## src/rtl/lsu_pkg.sv

```systemverilog
// Shared constants and decode helpers for the load/store unit.
package lsu_pkg;

  localparam logic [6:0] OPC_LOAD  = 7'b0000011;
  localparam logic [6:0] OPC_STORE = 7'b0100011;

  // funct3 size/sign codes
  localparam logic [2:0] F3_B  = 3'b000;
  localparam logic [2:0] F3_H  = 3'b001;
  localparam logic [2:0] F3_W  = 3'b010;
  localparam logic [2:0] F3_BU = 3'b100;
  localparam logic [2:0] F3_HU = 3'b101;

  // FSM encoding
  localparam logic [1:0] ST_IDLE   = 2'd0;
  localparam logic [1:0] ST_ACCESS = 2'd1;
  localparam logic [1:0] ST_RESP   = 2'd2;

  localparam int unsigned TIMEOUT_DEFAULT = 255;

  typedef enum logic [1:0] {
    SIZE_B = 2'd0,
    SIZE_H = 2'd1,
    SIZE_W = 2'd2
  } size_e;

  // Access size; unknown store sizes and reserved load codes fall back to word.
  function automatic size_e decode_size(input logic is_store, input logic [2:0] f3);
    size_e s;
    if (is_store) begin
      case (f3)
        F3_B:    s = SIZE_B;
        F3_H:    s = SIZE_H;
        default: s = SIZE_W;
      endcase
    end else begin
      case (f3)
        F3_B, F3_BU: s = SIZE_B;
        F3_H, F3_HU: s = SIZE_H;
        F3_W:        s = SIZE_W;
        default:     s = SIZE_W;
      endcase
    end
    return s;
  endfunction

  // Natural-alignment rule: halves need even, words need 4-byte aligned.
  function automatic logic is_misaligned(input size_e s, input logic [1:0] off);
    logic m;
    case (s)
      SIZE_H:  m = off[0];
      SIZE_W:  m = (off != 2'b00);
      default: m = 1'b0;
    endcase
    return m;
  endfunction

endpackage

```

## src/rtl/load_store_unit_if.sv

```systemverilog
// Execute-stage and memory-bus signals of the load/store unit.
interface load_store_unit_if;
  logic        start;
  logic [6:0]  opcode;
  logic [2:0]  funct3;
  logic [31:0] addr;
  logic [31:0] store_data;
  logic        stall;
  logic        done;
  logic [31:0] read_data;
  logic        misaligned;
  logic        bus_error;
  logic        mem_req;
  logic        mem_we;
  logic [31:0] mem_addr;
  logic [31:0] mem_wdata;
  logic [3:0]  mem_be;
  logic        mem_ack;
  logic [31:0] mem_rdata;

  // LSU side
  modport slave (
    input  start, opcode, funct3, addr, store_data, mem_ack, mem_rdata,
    output stall, done, read_data, misaligned, bus_error,
           mem_req, mem_we, mem_addr, mem_wdata, mem_be
  );

  // Pipeline / memory-model side
  modport master (
    output start, opcode, funct3, addr, store_data, mem_ack, mem_rdata,
    input  stall, done, read_data, misaligned, bus_error,
           mem_req, mem_we, mem_addr, mem_wdata, mem_be
  );
endinterface

```

## src/rtl/lsu_lane_align.sv

```systemverilog
// Byte-lane steering: store enables/replication and load lane extraction.
module lsu_lane_align
  import lsu_pkg::*;
(
  input  size_e       wr_size,
  input  logic [1:0]  wr_off,
  input  logic [31:0] wr_data,
  input  size_e       rd_size,
  input  logic [1:0]  rd_off,
  input  logic [31:0] rd_word,
  output logic [3:0]  be,
  output logic [31:0] wdata,
  output logic [31:0] rd_lane
);
  logic [31:0] shifted_s;

  // Store side: enables follow the byte offset, data is replicated across lanes
  always_comb begin
    be    = 4'b1111;
    wdata = wr_data;
    case (wr_size)
      SIZE_B: begin
        be    = 4'b0001 << wr_off;
        wdata = {4{wr_data[7:0]}};
      end
      SIZE_H: begin
        be    = 4'b0011 << wr_off;
        wdata = {2{wr_data[15:0]}};
      end
      default: begin
        be    = 4'b1111;
        wdata = wr_data;
      end
    endcase
  end

  // Load side: move the addressed lane to bit 0 and zero the rest
  always_comb begin
    shifted_s = rd_word >> {rd_off, 3'b000};
    case (rd_size)
      SIZE_B:  rd_lane = {24'd0, shifted_s[7:0]};
      SIZE_H:  rd_lane = {16'd0, shifted_s[15:0]};
      default: rd_lane = shifted_s;
    endcase
  end
endmodule

```

## src/rtl/load_store_unit.sv

```systemverilog
// Load/store unit: IDLE/ACCESS/RESP sequencer with bus timeout.
module load_store_unit
  import lsu_pkg::*;
#(
  parameter int unsigned TIMEOUT_CYCLES = TIMEOUT_DEFAULT
) (
  input logic              clk,
  input logic              rst_n,
  load_store_unit_if.slave bus
);
  localparam int CNT_W = (TIMEOUT_CYCLES > 1) ? $clog2(TIMEOUT_CYCLES) : 1;
  localparam logic [CNT_W-1:0] CNT_LAST = CNT_W'(TIMEOUT_CYCLES - 1);

  logic [1:0]       state_r;
  logic [CNT_W-1:0] cnt_r;
  size_e            size_r;
  logic [1:0]       off_r;
  logic             is_store_r;
  logic             done_r, misaligned_r, bus_error_r;
  logic [31:0]      read_data_r;
  logic             mem_req_r, mem_we_r;
  logic [31:0]      mem_addr_r, mem_wdata_r;
  logic [3:0]       mem_be_r;

  logic             is_load_s, is_store_s, is_mem_s, misaligned_s, stall_s;
  size_e            size_s;
  logic [3:0]       lane_be_s;
  logic [31:0]      lane_wdata_s, lane_rdata_s;

  // Decode the instruction presented by the execute stage
  always_comb begin
    is_load_s    = (bus.opcode == OPC_LOAD);
    is_store_s   = (bus.opcode == OPC_STORE);
    is_mem_s     = is_load_s | is_store_s;
    size_s       = decode_size(is_store_s, bus.funct3);
    misaligned_s = is_misaligned(size_s, bus.addr[1:0]);
  end

  lsu_lane_align u_lane (
    .wr_size (size_s),
    .wr_off  (bus.addr[1:0]),
    .wr_data (bus.store_data),
    .rd_size (size_r),
    .rd_off  (off_r),
    .rd_word (bus.mem_rdata),
    .be      (lane_be_s),
    .wdata   (lane_wdata_s),
    .rd_lane (lane_rdata_s)
  );

  // Hold the pipeline while a memory op is accepted and while it is on the bus
  always_comb begin
    if (state_r == ST_ACCESS) begin
      stall_s = 1'b1;
    end else if (state_r == ST_IDLE) begin
      stall_s = bus.start & is_mem_s;
    end else begin
      stall_s = 1'b0;
    end
  end

  // Sequencer, registered bus drive, timeout counter and completion status
  always_ff @(posedge clk) begin
    if (!rst_n) begin
      state_r      <= ST_IDLE;
      cnt_r        <= '0;
      size_r       <= SIZE_B;
      off_r        <= 2'b00;
      is_store_r   <= 1'b0;
      done_r       <= 1'b0;
      misaligned_r <= 1'b0;
      bus_error_r  <= 1'b0;
      read_data_r  <= 32'd0;
      mem_req_r    <= 1'b0;
      mem_we_r     <= 1'b0;
      mem_addr_r   <= 32'd0;
      mem_wdata_r  <= 32'd0;
      mem_be_r     <= 4'b0000;
    end else begin
      case (state_r)
        ST_IDLE: begin
          if (bus.start && is_mem_s) begin
            size_r     <= size_s;
            off_r      <= bus.addr[1:0];
            is_store_r <= is_store_s;
            cnt_r      <= '0;
            if (misaligned_s) begin
              // Rejected without touching the bus
              state_r      <= ST_RESP;
              done_r       <= 1'b1;
              misaligned_r <= 1'b1;
              read_data_r  <= 32'd0;
            end else begin
              state_r     <= ST_ACCESS;
              mem_req_r   <= 1'b1;
              mem_we_r    <= is_store_s;
              mem_addr_r  <= {bus.addr[31:2], 2'b00};
              mem_wdata_r <= is_store_s ? lane_wdata_s : 32'd0;
              mem_be_r    <= is_store_s ? lane_be_s : 4'b1111;
            end
          end
        end
        ST_ACCESS: begin
          // An ack in the final counted cycle still completes normally
          if (bus.mem_ack) begin
            state_r     <= ST_RESP;
            mem_req_r   <= 1'b0;
            mem_we_r    <= 1'b0;
            done_r      <= 1'b1;
            read_data_r <= is_store_r ? 32'd0 : lane_rdata_s;
          end else if (cnt_r == CNT_LAST) begin
            state_r     <= ST_RESP;
            mem_req_r   <= 1'b0;
            mem_we_r    <= 1'b0;
            done_r      <= 1'b1;
            bus_error_r <= 1'b1;
            read_data_r <= 32'd0;
          end else begin
            cnt_r <= cnt_r + CNT_W'(1);
          end
        end
        ST_RESP: begin
          state_r      <= ST_IDLE;
          done_r       <= 1'b0;
          misaligned_r <= 1'b0;
          bus_error_r  <= 1'b0;
        end
        default: begin
          state_r   <= ST_IDLE;
          mem_req_r <= 1'b0;
          mem_we_r  <= 1'b0;
          done_r    <= 1'b0;
        end
      endcase
    end
  end

  assign bus.stall      = stall_s;
  assign bus.done       = done_r;
  assign bus.misaligned = misaligned_r;
  assign bus.bus_error  = bus_error_r;
  assign bus.read_data  = read_data_r;
  assign bus.mem_req    = mem_req_r;
  assign bus.mem_we     = mem_we_r;
  assign bus.mem_addr   = mem_addr_r;
  assign bus.mem_wdata  = mem_wdata_r;
  assign bus.mem_be     = mem_be_r;
endmodule

```

## src/flat_wrapper.sv

```systemverilog
// flat-port wrapper written by rule: the top's interface ports become plain ports
module load_store_unit_flat import lsu_pkg::*;
#(
  parameter int unsigned TIMEOUT_CYCLES = TIMEOUT_DEFAULT
)
  (clk, rst_n, bus_start, bus_opcode, bus_funct3, bus_addr, bus_store_data, bus_mem_ack, bus_mem_rdata, bus_stall, bus_done, bus_read_data, bus_misaligned, bus_bus_error, bus_mem_req, bus_mem_we, bus_mem_addr, bus_mem_wdata, bus_mem_be);
  load_store_unit_if bus_i ();
  input logic clk;
  input logic rst_n;
  input wire logic [$bits(bus_i.start)-1:0] bus_start;
  input wire logic [$bits(bus_i.opcode)-1:0] bus_opcode;
  input wire logic [$bits(bus_i.funct3)-1:0] bus_funct3;
  input wire logic [$bits(bus_i.addr)-1:0] bus_addr;
  input wire logic [$bits(bus_i.store_data)-1:0] bus_store_data;
  input wire logic [$bits(bus_i.mem_ack)-1:0] bus_mem_ack;
  input wire logic [$bits(bus_i.mem_rdata)-1:0] bus_mem_rdata;
  output wire logic [$bits(bus_i.stall)-1:0] bus_stall;
  output wire logic [$bits(bus_i.done)-1:0] bus_done;
  output wire logic [$bits(bus_i.read_data)-1:0] bus_read_data;
  output wire logic [$bits(bus_i.misaligned)-1:0] bus_misaligned;
  output wire logic [$bits(bus_i.bus_error)-1:0] bus_bus_error;
  output wire logic [$bits(bus_i.mem_req)-1:0] bus_mem_req;
  output wire logic [$bits(bus_i.mem_we)-1:0] bus_mem_we;
  output wire logic [$bits(bus_i.mem_addr)-1:0] bus_mem_addr;
  output wire logic [$bits(bus_i.mem_wdata)-1:0] bus_mem_wdata;
  output wire logic [$bits(bus_i.mem_be)-1:0] bus_mem_be;
  assign bus_i.start = bus_start;
  assign bus_i.opcode = bus_opcode;
  assign bus_i.funct3 = bus_funct3;
  assign bus_i.addr = bus_addr;
  assign bus_i.store_data = bus_store_data;
  assign bus_i.mem_ack = bus_mem_ack;
  assign bus_i.mem_rdata = bus_mem_rdata;
  assign bus_stall = bus_i.stall;
  assign bus_done = bus_i.done;
  assign bus_read_data = bus_i.read_data;
  assign bus_misaligned = bus_i.misaligned;
  assign bus_bus_error = bus_i.bus_error;
  assign bus_mem_req = bus_i.mem_req;
  assign bus_mem_we = bus_i.mem_we;
  assign bus_mem_addr = bus_i.mem_addr;
  assign bus_mem_wdata = bus_i.mem_wdata;
  assign bus_mem_be = bus_i.mem_be;
  load_store_unit #(.TIMEOUT_CYCLES(TIMEOUT_CYCLES)) u_core (.clk(clk), .rst_n(rst_n), .bus(bus_i));
endmodule
```

## config.mk

```make
export PLATFORM = sky130hd
export DESIGN_NAME = load_store_unit_flat
export DESIGN_NICKNAME = d
export VERILOG_FILES = /design/src/rtl/lsu_pkg.sv /design/src/rtl/load_store_unit_if.sv /design/src/rtl/lsu_lane_align.sv /design/src/rtl/load_store_unit.sv /design/src/flat_wrapper.sv
export SDC_FILE = /design/constraint.sdc
export NUM_CORES = 1
export LEC_CHECK = 0
export CORE_MARGIN = 1.5
export CORE_UTILIZATION = 44
export DETAILED_ROUTE_END_ITERATION = 12
export PLACE_DENSITY = 0.8
export SYNTH_ARGS = -nofsm -noshare
export SYNTH_HDL_FRONTEND = slang
export SYNTH_SLANG_ARGS = --single-unit
```

## constraint.sdc

```tcl
create_clock -name clk -period 3.6 [get_ports clk]
set_input_delay 0.54 -clock clk [delete_from_list [all_inputs] [get_ports clk]]
set_output_delay 0.54 -clock clk [all_outputs]
set_load 0.03 [all_outputs]
```

# ---- Yosys cells after proc, flatten, opt, wreduce, memory -nomap -nowiden
# Index checks and enable logic that the tools add are counted.
dict set report op_classes {
  mux 42
  eq_ne 18
  n_lt_le_gt_ge 0
  shifts 3
  multipliers 0
  n_div 0
  n_reduce_logical 20
  n_bitwise 4
  n_addsub 1
}
# operator count
set op_table {}
lappend op_table {{$mux W32} 6}
lappend op_table {{$pmux W32 S2} 3}
lappend op_table {{$shr A32 B5 Y32} 1}
lappend op_table {{$mux W8} 3}
lappend op_table {{$pmux W8 S2} 1}
lappend op_table {{$mux W1} 13}
lappend op_table {{$pmux W2 S2} 3}
lappend op_table {{$reduce_and A3 Y1} 4}
lappend op_table {{$reduce_and A4 Y1} 3}
lappend op_table {{$mux W2} 5}
lappend op_table {{$ne A2 B2 Y1 const B} 5}
lappend op_table {{$add A8 B1 Y8 const B} 1}
lappend op_table {{$eq A8 B8 Y1 const B} 1}
lappend op_table {{$pmux W1 S2} 4}
lappend op_table {{$pmux W4 S2} 1}
lappend op_table {{$reduce_bool A2 Y1} 4}
lappend op_table {{$eq A7 B2 Y1 const B} 1}
lappend op_table {{$eq A7 B6 Y1 const B} 1}
lappend op_table {{$eq A2 B1 Y1 const B} 3}
lappend op_table {{$eq A3 B3 Y1 const B} 2}
lappend op_table {{$logic_not A2 Y1} 3}
lappend op_table {{$pmux W1 S3} 2}
lappend op_table {{$eq A2 B2 Y1 const B} 2}
lappend op_table {{$mux W4} 1}
lappend op_table {{other kinds (12)} 15}
dict set report word_totals {
  mem_count 0
  in_bits 110
  rom_bits 0
  latchBits 0
  ff_bits 118
  out_inout_bits 106
  ram_bits 0
}

# ---- Depth between registers and ports, before layout
# Gate-level depths: netlist of the first run.
dict set report depth {
  word_depth 9
  mapped_depth 12
  depth_no_buf 9
}

# ---- Cells and area by module
# From an unflattened synthesis of the first run, not the netlist that was laid out.
dict set report unflattened {
  hier_cells 651
  area_unflattened_um2 5774.3
}
# module seq_area_each_um2 n_inst cells_each area_per_inst_um2
set modules_own_cells {}
lappend modules_own_cells {load_store_unit 2362.3 1 514 4660.7}
lappend modules_own_cells {lsu_lane_align 0.0 1 137 1113.6}

# ---- Least setup slack after synthesis of the first run
# OpenSTA, ideal clock, no wires.
dict set report synth_path {
  kind {input port to flip-flop}
  from {input port bus_opcode[2]}
  to {register u_core.mem_wdata_r[19], in the netlist u_core.bus.mem_wdata[19]}
  path_buffers 2
  slack_ps 804
  setup_ps 132
  required_time_ps 3468
  path_stages 10
  arrival_ps 2664
  cell_sequence {and4bb_2 > a41oi_1 > nand2_1 > ha_1 > buf_2 > nor2_2 > buf_2 > mux2_2 > nand4_1 > a21oi_1}
}
dict set report synth_between {
  elab_chain_len 6
}
# element line_no
set synth_lines {}
lappend synth_lines {{start: declaration} flat_wrapper.sv:11} ;# input wire logic [$bits(bus_i.opcode)-1:0] bus_opcode;
lappend synth_lines {{$eq A7 B6 Y1} load_store_unit.sv:33} ;# is_store_s = (bus.opcode == OPC_STORE);
lappend synth_lines {{$mux W2} lsu_pkg.sv:30} ;# if (is_store) begin
lappend synth_lines {{$eq A2 B2 Y1 / $eq A2 B1 Y1 (equally long branches)} {lsu_pkg.sv:50, lsu_lane_align.sv:21}}
lappend synth_lines {{$pmux W1 S2} lsu_pkg.sv:50} ;# case (s)
lappend synth_lines {{$not A1 Y1 (no line)} --}
lappend synth_lines {{$reduce_and A3 Y1 (no line)} --}
lappend synth_lines {{end signal: assignment} load_store_unit.sv:98} ;# mem_wdata_r <= is_store_s ? lane_wdata_s : 32'd0;
lappend synth_lines {{end: declaration} load_store_unit.sv:22} ;# logic [31:0] mem_addr_r, mem_wdata_r;
# Parallel ways exist; a longest one is shown, timed or not.
# A chain may end at the register's enable or synchronous reset.

# ---- Final worst setup path of the first run
dict set report layout_path {
  from {input port bus_opcode[2]}
  to {register u_core.read_data_r[29], in the netlist u_core.bus.read_data[29]}
}
dict set report layout_between {
  elab_chain_len 6
}
# element line_no
set layout_lines {}
lappend layout_lines {{$eq A7 B6 Y1} load_store_unit.sv:33}
lappend layout_lines {{$mux W2} lsu_pkg.sv:30}
lappend layout_lines {{$eq A2 B2 Y1 / $eq A2 B1 Y1 (equally long branches)} lsu_pkg.sv:50}
lappend layout_lines {{$pmux W1 S2} lsu_pkg.sv:50}
lappend layout_lines {{$ne A2 B1 Y1 (no line)} --}
lappend layout_lines {{$reduce_and A4 Y1 (no line) *} --}
lappend layout_lines {{end signal: assignment} load_store_unit.sv:110} ;# read_data_r <= is_store_r ? 32'd0 : lane_rdata_s;
lappend layout_lines {{end: declaration} load_store_unit.sv:20} ;# logic [31:0] read_data_r;
# Mark *: on every way between the ends. The rest lies on a longest branch, timed or not.

==> flow_metrics.env, run 1 <==
export IMPL_yosys_warnings=0
export IMPL_place_gp_congestion=0.891
export IMPL_crit_arrival_ps=3340
export IMPL_layout_min_cycle_time_ps=2990
export IMPL_synthesis_area_mm2=0.00538
export IMPL_worstMarginPinSlew_ps=783
export IMPL_fin_skew_ps=11.5
export IMPL_grt_antenna_before_repair=0
export IMPL_drtAntennaViolNets=0
export IMPL_finalHoldViolCount=0
export IMPL_start_util=0.450
export IMPL_grt_pass1_vias=5422
export IMPL_grt_pass1_wl_um=27700
export IMPL_ios=216
export IMPL_power_density_mw_per_mm2=399
export IMPL_cts_buffer_depth=2
export IMPL_yosysTopAreaCell="dfxtp_1"
export IMPL_grt_max_degree=53
export IMPL_outcome="completed"
export IMPL_synth_top_cells_by_area="dfxtp_1, o21ai_0, a21oi_1"
export IMPL_coreArea_mm2=0.0120
export IMPL_fmax_mhz=334
export IMPL_drtIter0Drc=494
export IMPL_critPathKind="in -> reg"
export IMPL_leakagePower_uw=0.00279
export IMPL_drc=0
export IMPL_total_power_uw=3240
export IMPL_dpl_hpwl_um=12600
export IMPL_postCtsHoldBufs=0
export IMPL_finalCritPeriodShare=0.832
export IMPL_fin_cells=965
export IMPL_synth_top_area_share=0.439
export IMPL_synth_most_common_cell="dfxtp_1"
export IMPL_die_x_um=114
export IMPL_timing_hold_worst_path_depth=1
export IMPL_dr_pass1_iters=5
export IMPL_critPathCaptureType="flip-flop"
export IMPL_ys_ff_latch=118
export IMPL_clock_latency_ps=410
export IMPL_ctsResizeCount=0
export IMPL_ys_flop_type="dfxtp_1"
export IMPL_dieArea_mm2=0.0129
export IMPL_antenna_cells=0
export IMPL_cts_tree="yes"
export IMPL_syn_inst=613
export IMPL_root_buffer="clkbuf_16"
export IMPL_cp_max_fo=24
export IMPL_num_nets_final=920
export IMPL_h_tree_depth=4
export IMPL_postLayoutCoreUtil=0.679
export IMPL_setup_viol=0
export IMPL_cts_buffers=17
export IMPL_irDropWorstVdd_v=0.000366
export IMPL_cts_sinks=118
export IMPL_synthDistinctLibCells=53
export IMPL_yosysSeqAreaShare=0.439
export IMPL_setup_tns_ps=0
export IMPL_rows=40
export IMPL_relSlewSlack=0.477
export IMPL_reg2regPathDepth=6
export IMPL_rsz0062_at_grt="false"
export IMPL_cap_violations=0
export IMPL_via_per_inst=5.76
export IMPL_track_usage=0.270
export IMPL_die_h_um=114
export IMPL_routed_wl_um=17500
export IMPL_areaGrowthSynthToFinish_pct=51.0
export IMPL_grt_remaining_overflow=0
export IMPL_clkSlewWorstSetupHoldPaths_ps=50
export IMPL_synth_edf_count=0
export IMPL_hold_class="reg -> reg"
export IMPL_final_max_slew_viol_count=0
export IMPL_port_buffers=213
export IMPL_wire_per_inst_um=18.1
export IMPL_synth_common_cells="dfxtp_1, o21ai_0, a21oi_1"
export IMPL_avgSynthCellArea_um2=8.78
export IMPL_vias=5557
export IMPL_cts_setup_buffers=0
export IMPL_startpoint_type="input pin"
export IMPL_layout_drive_gt1_share=0.105
export IMPL_async_flop_share=0
export IMPL_crit_required_ps=3950
export IMPL_place_inst=933
worst paths after layout:
kind	startpoint	end	slack [ps]
worst max-delay path	bus_opcode[2]	u_core.bus.read_data[29]$_SDFFE_PN0P_	610
worst min register to register	u_core.bus.read_data[4]$_SDFFE_PN0P_	u_core.bus.read_data[4]$_SDFFE_PN0P_	460
worst min-delay path	u_core.bus.read_data[4]$_SDFFE_PN0P_	u_core.bus.read_data[4]$_SDFFE_PN0P_	460
worst max register to register	u_core.state_r[1]$_SDFFE_PN0P_	u_core.bus.mem_be[2]$_SDFFE_PN0P_	1650
sequential cells by signal, indices dropped and copies added (netlist names):
signal,cells
u_core.bus.mem_we,1
u_core.bus.misaligned,1
u_core.cnt_r,8
u_core.bus.mem_req,1
u_core.bus.bus_error,1
u_core.bus.read_data,32
u_core.off_r,2
u_core.size_r,2
u_core.state_r,2
u_core.bus.mem_addr,30
u_core.bus.mem_wdata,32
u_core.is_store_r,1
u_core.bus.done,1
u_core.bus.mem_be,4
worst max-delay path, stage by stage:
cell	delay, ps
clkdlybuf4s50_1	450
and4bb_2	290
a41oi_1	340
nand2_1	160
ha_1	350
nand3_1	170
a31oi_1	170
a31oi_4	630
a22o_1	250
report_power, final:
| group | switching, uW | internal (uW) |
|---|---|---|
| logic | 158 | 162 |
| registers | 2.29 | 1310 |
| clock network | 581 | 1030 |
logic make-up after synthesis:
family,share of synthesized area
other cells,0.000697
mux,0.0670
compound gates,0.266
buf+inv,0.0551
xor+xnor,0.00326
flops,0.439
simple gates,0.158
fa+ha+maj,0.0116
layout make-up:
class | instances | area [um2]
tap | 147 | 184
multi-input combinational | 432 | 2730
sequential | 118 | 2360
clock inverter | 10 | 105
inverter | 6 | 22.5
timing repair buffer | 230 | 2260
clock buffer | 22 | 454
fill | 966 | 3830
metrics by stage:
step,hold WS (ps),setup slack (ps),cell area [um2]
finish,458,605,8130
global route,481,368,8130
CTS,464,628,8130
detailed placement,446,194,7570
global placement,441,316,7570
floorplan,432,804,5390
metal layers:
layer,global-route usage,vias to the layer above,routed length (um)
li1,-,2648,-
met1,0.321,2613,7160
met2,0.456,260,8500
met3,0.0861,36,1490
met4,0.0992,0,347
met5,0,-,0
layout by cell type, fill, tap and decap left out, types with 3 or more instances in the layout:
cell and n:
a21oi_1 64, a22o_1 25, and2_1 3, and3_1 4, buf_4 17, clkbuf_1 4
clkbuf_16 17, clkdlybuf4s50_1 211, clkinv_2 6, dfxtp_1 118, ha_1 5, inv_1 5
mux2_2 16, mux2i_1 18, nand2_1 54, nand3_1 40, nand4_1 18, nor2_1 29
o211ai_1 3, o21ai_0 74, o221a_2 5, o22ai_1 8, o2bb2ai_1 8, o32ai_1 16
or3_1 3
(Power assumes the default switching activity.)
==> inputs of run 2 (changes only) <==
- clock period: 3.6 -> 3.1 ns (I/O delays scaled with it)
==> flow_metrics.env, run 2 (synthesis results as in run 1) <==
export IMPL_outcome="completed"
export IMPL_postCtsHoldBufs=0
export IMPL_crit_required_ps=3400
export IMPL_die_x_um=114
export IMPL_routed_wl_um=17900
export IMPL_seqCellArea_mm2=0.00236
export IMPL_grt_pass1_vias=5596
export IMPL_num_nets_final=929
export IMPL_setup_viol=0
export IMPL_fmax_mhz=373
export IMPL_ios=216
export IMPL_crit_arrival_ps=2990
export IMPL_dpl_cell_area_mm2=0.00768
export IMPL_grt_antenna_before_repair=0
export IMPL_cts_setup_buffers=0
export IMPL_vias=5628
export IMPL_layout_min_cycle_time_ps=2680
export IMPL_coreArea_mm2=0.0120
export IMPL_track_usage=0.278
export IMPL_irDropWorstVdd_v=0.000328
export IMPL_drtAntennaViolNets=0
export IMPL_critPathKind="in -> reg"
export IMPL_rsz0062_at_grt="false"
export IMPL_root_buffer="clkbuf_16"
export IMPL_areaGrowthSynthToFinish_pct=55.3
export IMPL_switching_share=0.225
export IMPL_wire_per_inst_um=18.4
export IMPL_pwr_share_seq=0.369
export IMPL_setup_tns_ps=0
export IMPL_internal_power_uw=3200
export IMPL_cts_sinks=118
export IMPL_cts_buffer_depth=2
export IMPL_cp_max_fo=24
export IMPL_grt_pass1_wl_um=28400
export IMPL_num_fill_cells=905
export IMPL_critPathCaptureType="flip-flop"
export IMPL_comb_power_share=0.093
export IMPL_clkSlewWorstSetupHoldPaths_ps=60
export IMPL_drc=0
export IMPL_port_buffers=213
export IMPL_final_max_slew_viol_count=0
export IMPL_clock_latency_ps=430
export IMPL_die_h_um=114
export IMPL_power_frac_clock=0.537
export IMPL_ctsResizeCount=0
export IMPL_power_density_mw_per_mm2=494
export IMPL_stdcell_area_mm2=0.00836
export IMPL_via_per_inst=5.78
export IMPL_startpoint_type="input pin"
export IMPL_cts_buffers=17
export IMPL_layout_drive_gt1_share=0.120
export IMPL_multi_input_area_mm2=0.00273
export IMPL_grt_remaining_overflow=0
export IMPL_antenna_cells=0
export IMPL_h_tree_depth=4
export IMPL_cts_tree="yes"
export IMPL_worstMarginPinSlew_ps=822
export IMPL_drtIter0Drc=384
export IMPL_p_switching_uw=927
export IMPL_critPathMaxStageDelay_ps=450
export IMPL_place_gp_congestion=0.838
export IMPL_final_common_cell="clkdlybuf4s50_1"
export IMPL_cp_slowest_cell="clkdlybuf4s50_1"
export IMPL_cap_violations=0
export IMPL_start_util=0.450
export IMPL_hold_class="in -> reg"
export IMPL_finalHoldViolCount=0
export IMPL_relSlewSlack=0.451
export IMPL_finalCritPeriodShare=0.865
export IMPL_leakagePower_uw=0.00290
export IMPL_fin_skew_ps=10.6
export IMPL_final_cell_mix="clkdlybuf4s50_1, dfxtp_1, o21ai_0"
export IMPL_postLayoutCoreUtil=0.699
export IMPL_grt_max_degree=53
export IMPL_dpl_hpwl_um=12700
export IMPL_dieArea_mm2=0.0129
export IMPL_rows=40
export IMPL_total_power_uw=4120
export IMPL_cp_cell_sequence="clkdlybuf4s50_1 -> and4bb_2 -> a41oi_1 -> nand2_1 -> ha_1 -> nand3_1 -> a31oi_1 -> a31oi_4 -> buf_12 -> a22o_1"
export IMPL_dr_pass1_iters=5
## run 2: cell count changes in the layout (fill, tap and decap cells not counted)
cell and delta:
clkinv_2 -6, inv_6 +3, bufinv_16 +3, clkbuf_8 +1, clkinv_4 +3, clkbuf_1 -4, buf_12 +4, buf_4 +5
## run 2: final timing paths
kind,from,cells past startpoint,slack (ps),end
worst max register to register,u_core.cnt_r[1]$_SDFFE_PN0P_,6,1180,u_core.bus.read_data[8]$_SDFFE_PN0P_
worst min-delay path,rst_n,2,420,u_core.bus.mem_req$_SDFFE_PN0P_
worst min register to register,u_core.size_r[0]$_SDFFE_PN0P_,2,460,u_core.size_r[0]$_SDFFE_PN0P_
worst max-delay path,bus_opcode[2],10,420,u_core.bus.read_data[8]$_SDFFE_PN0P_
## run 2: layer usage
layer  global-route usage  part of all wire
met5                    0                 0
met4                0.118             0.019
met3               0.0919             0.089
met2                0.467              0.49
met1                0.325              0.40
## run 2: stage by stage
step | hold WS, ps | cells | setup WS, ps
floorplan | 432 | 614 | 379
global placement | 444 | 942 | 128
detailed placement | 454 | 942 | 19.3
CTS | 406 | 974 | 453
global route | 421 | 974 | 293
finish | 417 | 974 | 420
## run 2: power groups by stage
stage / combinational (uW) / clock [uW] / sequential (uW)
after floorplan: 159 / 0 / 1560
after global placement: 370 / 0 / 1560
after detailed placement: 378 / 0 / 1560
after CTS: 382 / 2230 / 1520
after global routing: 412 / 2310 / 1520
final: 385 / 2220 / 1520
## run 2: final cells by class
type,instances,area share
timing repair buffer,239,0.285
clock inverter,13,0.0261
clock buffer,19,0.0542
inverter,6,0.00270
sequential,118,0.283
multi-input combinational,432,0.327
tap,147,0.0220
## run 2: worst max-delay path, delay by kind of cell
| kind | cells | cell delay, ps |
|---|---|---|
| and+or+nand+nor | 3 | 510 |
| AOI/OAI and AO/OA | 4 | 1020 |
| buffers and inverters | 2 | 630 |
| adders and majority gates | 1 | 340 |
==> inputs of run 3 (changes only) <==
- CELL_PAD_IN_SITES_DETAIL_PLACEMENT: default -> 1
- CELL_PAD_IN_SITES_GLOBAL_PLACEMENT: default -> 2
- CORE_UTILIZATION: 44 -> 24
- PLACE_DENSITY: 0.8 -> 0.78
==> flow_metrics.env, run 3 (synthesis results as in run 1) <==
export IMPL_outcome="completed"
export IMPL_fin_skew_ps=7.65
export IMPL_cp_cell_sequence="clkdlybuf4s50_1 -> and4bb_2 -> a41oi_1 -> nand2_1 -> ha_1 -> nand3_1 -> a31oi_1 -> buf_4 -> a31oi_4 -> buf_12 -> a22o_1"
export IMPL_seqCellArea_mm2=0.00236
export IMPL_crit_arrival_ps=2980
export IMPL_critPathKind="in -> reg"
export IMPL_final_max_slew_viol_count=0
export IMPL_relSlewSlack=0.413
export IMPL_finalHoldViolCount=0
export IMPL_grt_pass1_wl_um=32600
export IMPL_dpl_cell_area_mm2=0.00790
export IMPL_hold_class="in -> reg"
export IMPL_multi_input_area_mm2=0.00273
export IMPL_track_usage=0.177
export IMPL_route_met3_wl_um=1970
export IMPL_leakagePower_uw=0.00288
export IMPL_clock_latency_ps=420
export IMPL_coreArea_mm2=0.0219
export IMPL_critPathCaptureType="flip-flop"
export IMPL_cts_sinks=118
export IMPL_place_inst=1073
export IMPL_power_density_mw_per_mm2=464
export IMPL_grt_antenna_before_repair=3
export IMPL_fmax_mhz=374
export IMPL_cp_max_fo=24
export IMPL_routed_wl_um=20700
export IMPL_crit_required_ps=3410
export IMPL_cts_buffers=17
export IMPL_antenna_cells=0
export IMPL_cp_slowest_cell="clkdlybuf4s50_1"
export IMPL_postCtsHoldBufs=0
export IMPL_clkSlewWorstSetupHoldPaths_ps=60
export IMPL_die_h_um=153
export IMPL_num_fill_cells=2536
export IMPL_dpl_hpwl_um=14800
export IMPL_wl_met2_um=8950
export IMPL_cap_violations=0
export IMPL_stdcell_area_mm2=0.00850
export IMPL_drtIter0Drc=230
export IMPL_ios=216
export IMPL_finalCritPeriodShare=0.863
export IMPL_setup_viol=0
export IMPL_ctsResizeCount=0
export IMPL_grt_pass1_vias=5610
export IMPL_postLayoutCoreUtil=0.388
export IMPL_layout_drive_gt1_share=0.118
export IMPL_drtAntennaViolNets=0
export IMPL_cts_tree="yes"
export IMPL_rows=54
export IMPL_crit_family="compound AO/OA/AOI/OAI gates"
export IMPL_total_power_uw=3950
export IMPL_critPathMaxStageDelay_ps=460
export IMPL_grt_remaining_overflow=0
export IMPL_root_buffer="clkbuf_16"
export IMPL_place_gp_congestion=0.791
export IMPL_vias=5455
export IMPL_dieArea_mm2=0.0233
export IMPL_worst_path_buf_inv=3
export IMPL_layout_min_cycle_time_ps=2680
export IMPL_die_x_um=153
export IMPL_worstMarginPinSlew_ps=879
export IMPL_drc=0
export IMPL_startpoint_type="input pin"
export IMPL_cts_setup_buffers=0
export IMPL_top_layer_used="met5"
export IMPL_h_tree_depth=4
export IMPL_grt_max_degree=53
export IMPL_irDropWorstVdd_v=0.000307
export IMPL_rsz0062_at_grt="false"
export IMPL_final_common_cell="clkdlybuf4s50_1"
export IMPL_num_nets_final=927
export IMPL_via_per_inst=4.94
export IMPL_port_buffers=213
export IMPL_dr_pass1_iters=4
export IMPL_final_cell_mix="clkdlybuf4s50_1, dfxtp_1, o21ai_0"
export IMPL_wire_per_inst_um=18.7
export IMPL_wirelength_met1_um=9500
export IMPL_areaGrowthSynthToFinish_pct=58.0
export IMPL_start_util=0.246
export IMPL_cts_buffer_depth=2
export IMPL_fin_cells=1105
==> run 3: per-layer routing <==
metal,vias up,GRT usage
met4,4,0.0481
met5,-,0
li1,2660,-
met3,23,0.0751
met1,2579,0.233
met2,189,0.263
==> run 3: final cells by class <==
cell class / instances / share of cell area
multi-input combinational: 432 / 0.321
timing repair buffer: 237 / 0.286
sequential: 118 / 0.278
clock buffer: 18 / 0.0516
tap: 280 / 0.0412
clock inverter: 14 / 0.0196
inverter: 6 / 0.00265
==> run 3: power breakdown <==
group	switching (uW)	leakage, uW	internal [uW]	total, uW
logic	196	0.00164	203	399
clock network	800	0.000294	1230	2030
registers	3.02	0.000950	1520	1520
==> run 3: path summary, 6_finish.rpt <==
path                                                    start                                     to  slack (ps)  depth (start not counted)
worst max register to register   u_core.cnt_r[0]$_SDFFE_PN0P_  u_core.bus.read_data[28]$_SDFFE_PN0P_        1190                          7
worst max-delay path                            bus_opcode[2]  u_core.bus.read_data[28]$_SDFFE_PN0P_         420                         11
worst min-delay path                                    rst_n        u_core.bus.mem_req$_SDFFE_PN0P_         430                          2
worst min register to register  u_core.size_r[0]$_SDFFE_PN0P_          u_core.size_r[0]$_SDFFE_PN0P_         460                          2
==> run 3: worst register-to-register path: stages (launching register included) <==
cell	delay (ps)
dfxtp_1	340
inv_1	90
ha_1	140
nand3_1	230
o21ai_4	420
a31oi_4	150
buf_12	180
a22o_1	240
==> run 3: through the flow <==
step                TNS (ps)  hold WS (ps)  setup slack [ps]
global route               0           439               237
global placement           0           447              43.4
CTS                        0           429               418
detailed placement     -84.2           452             -14.6
floorplan                  0           432               379
finish                     0           433               424
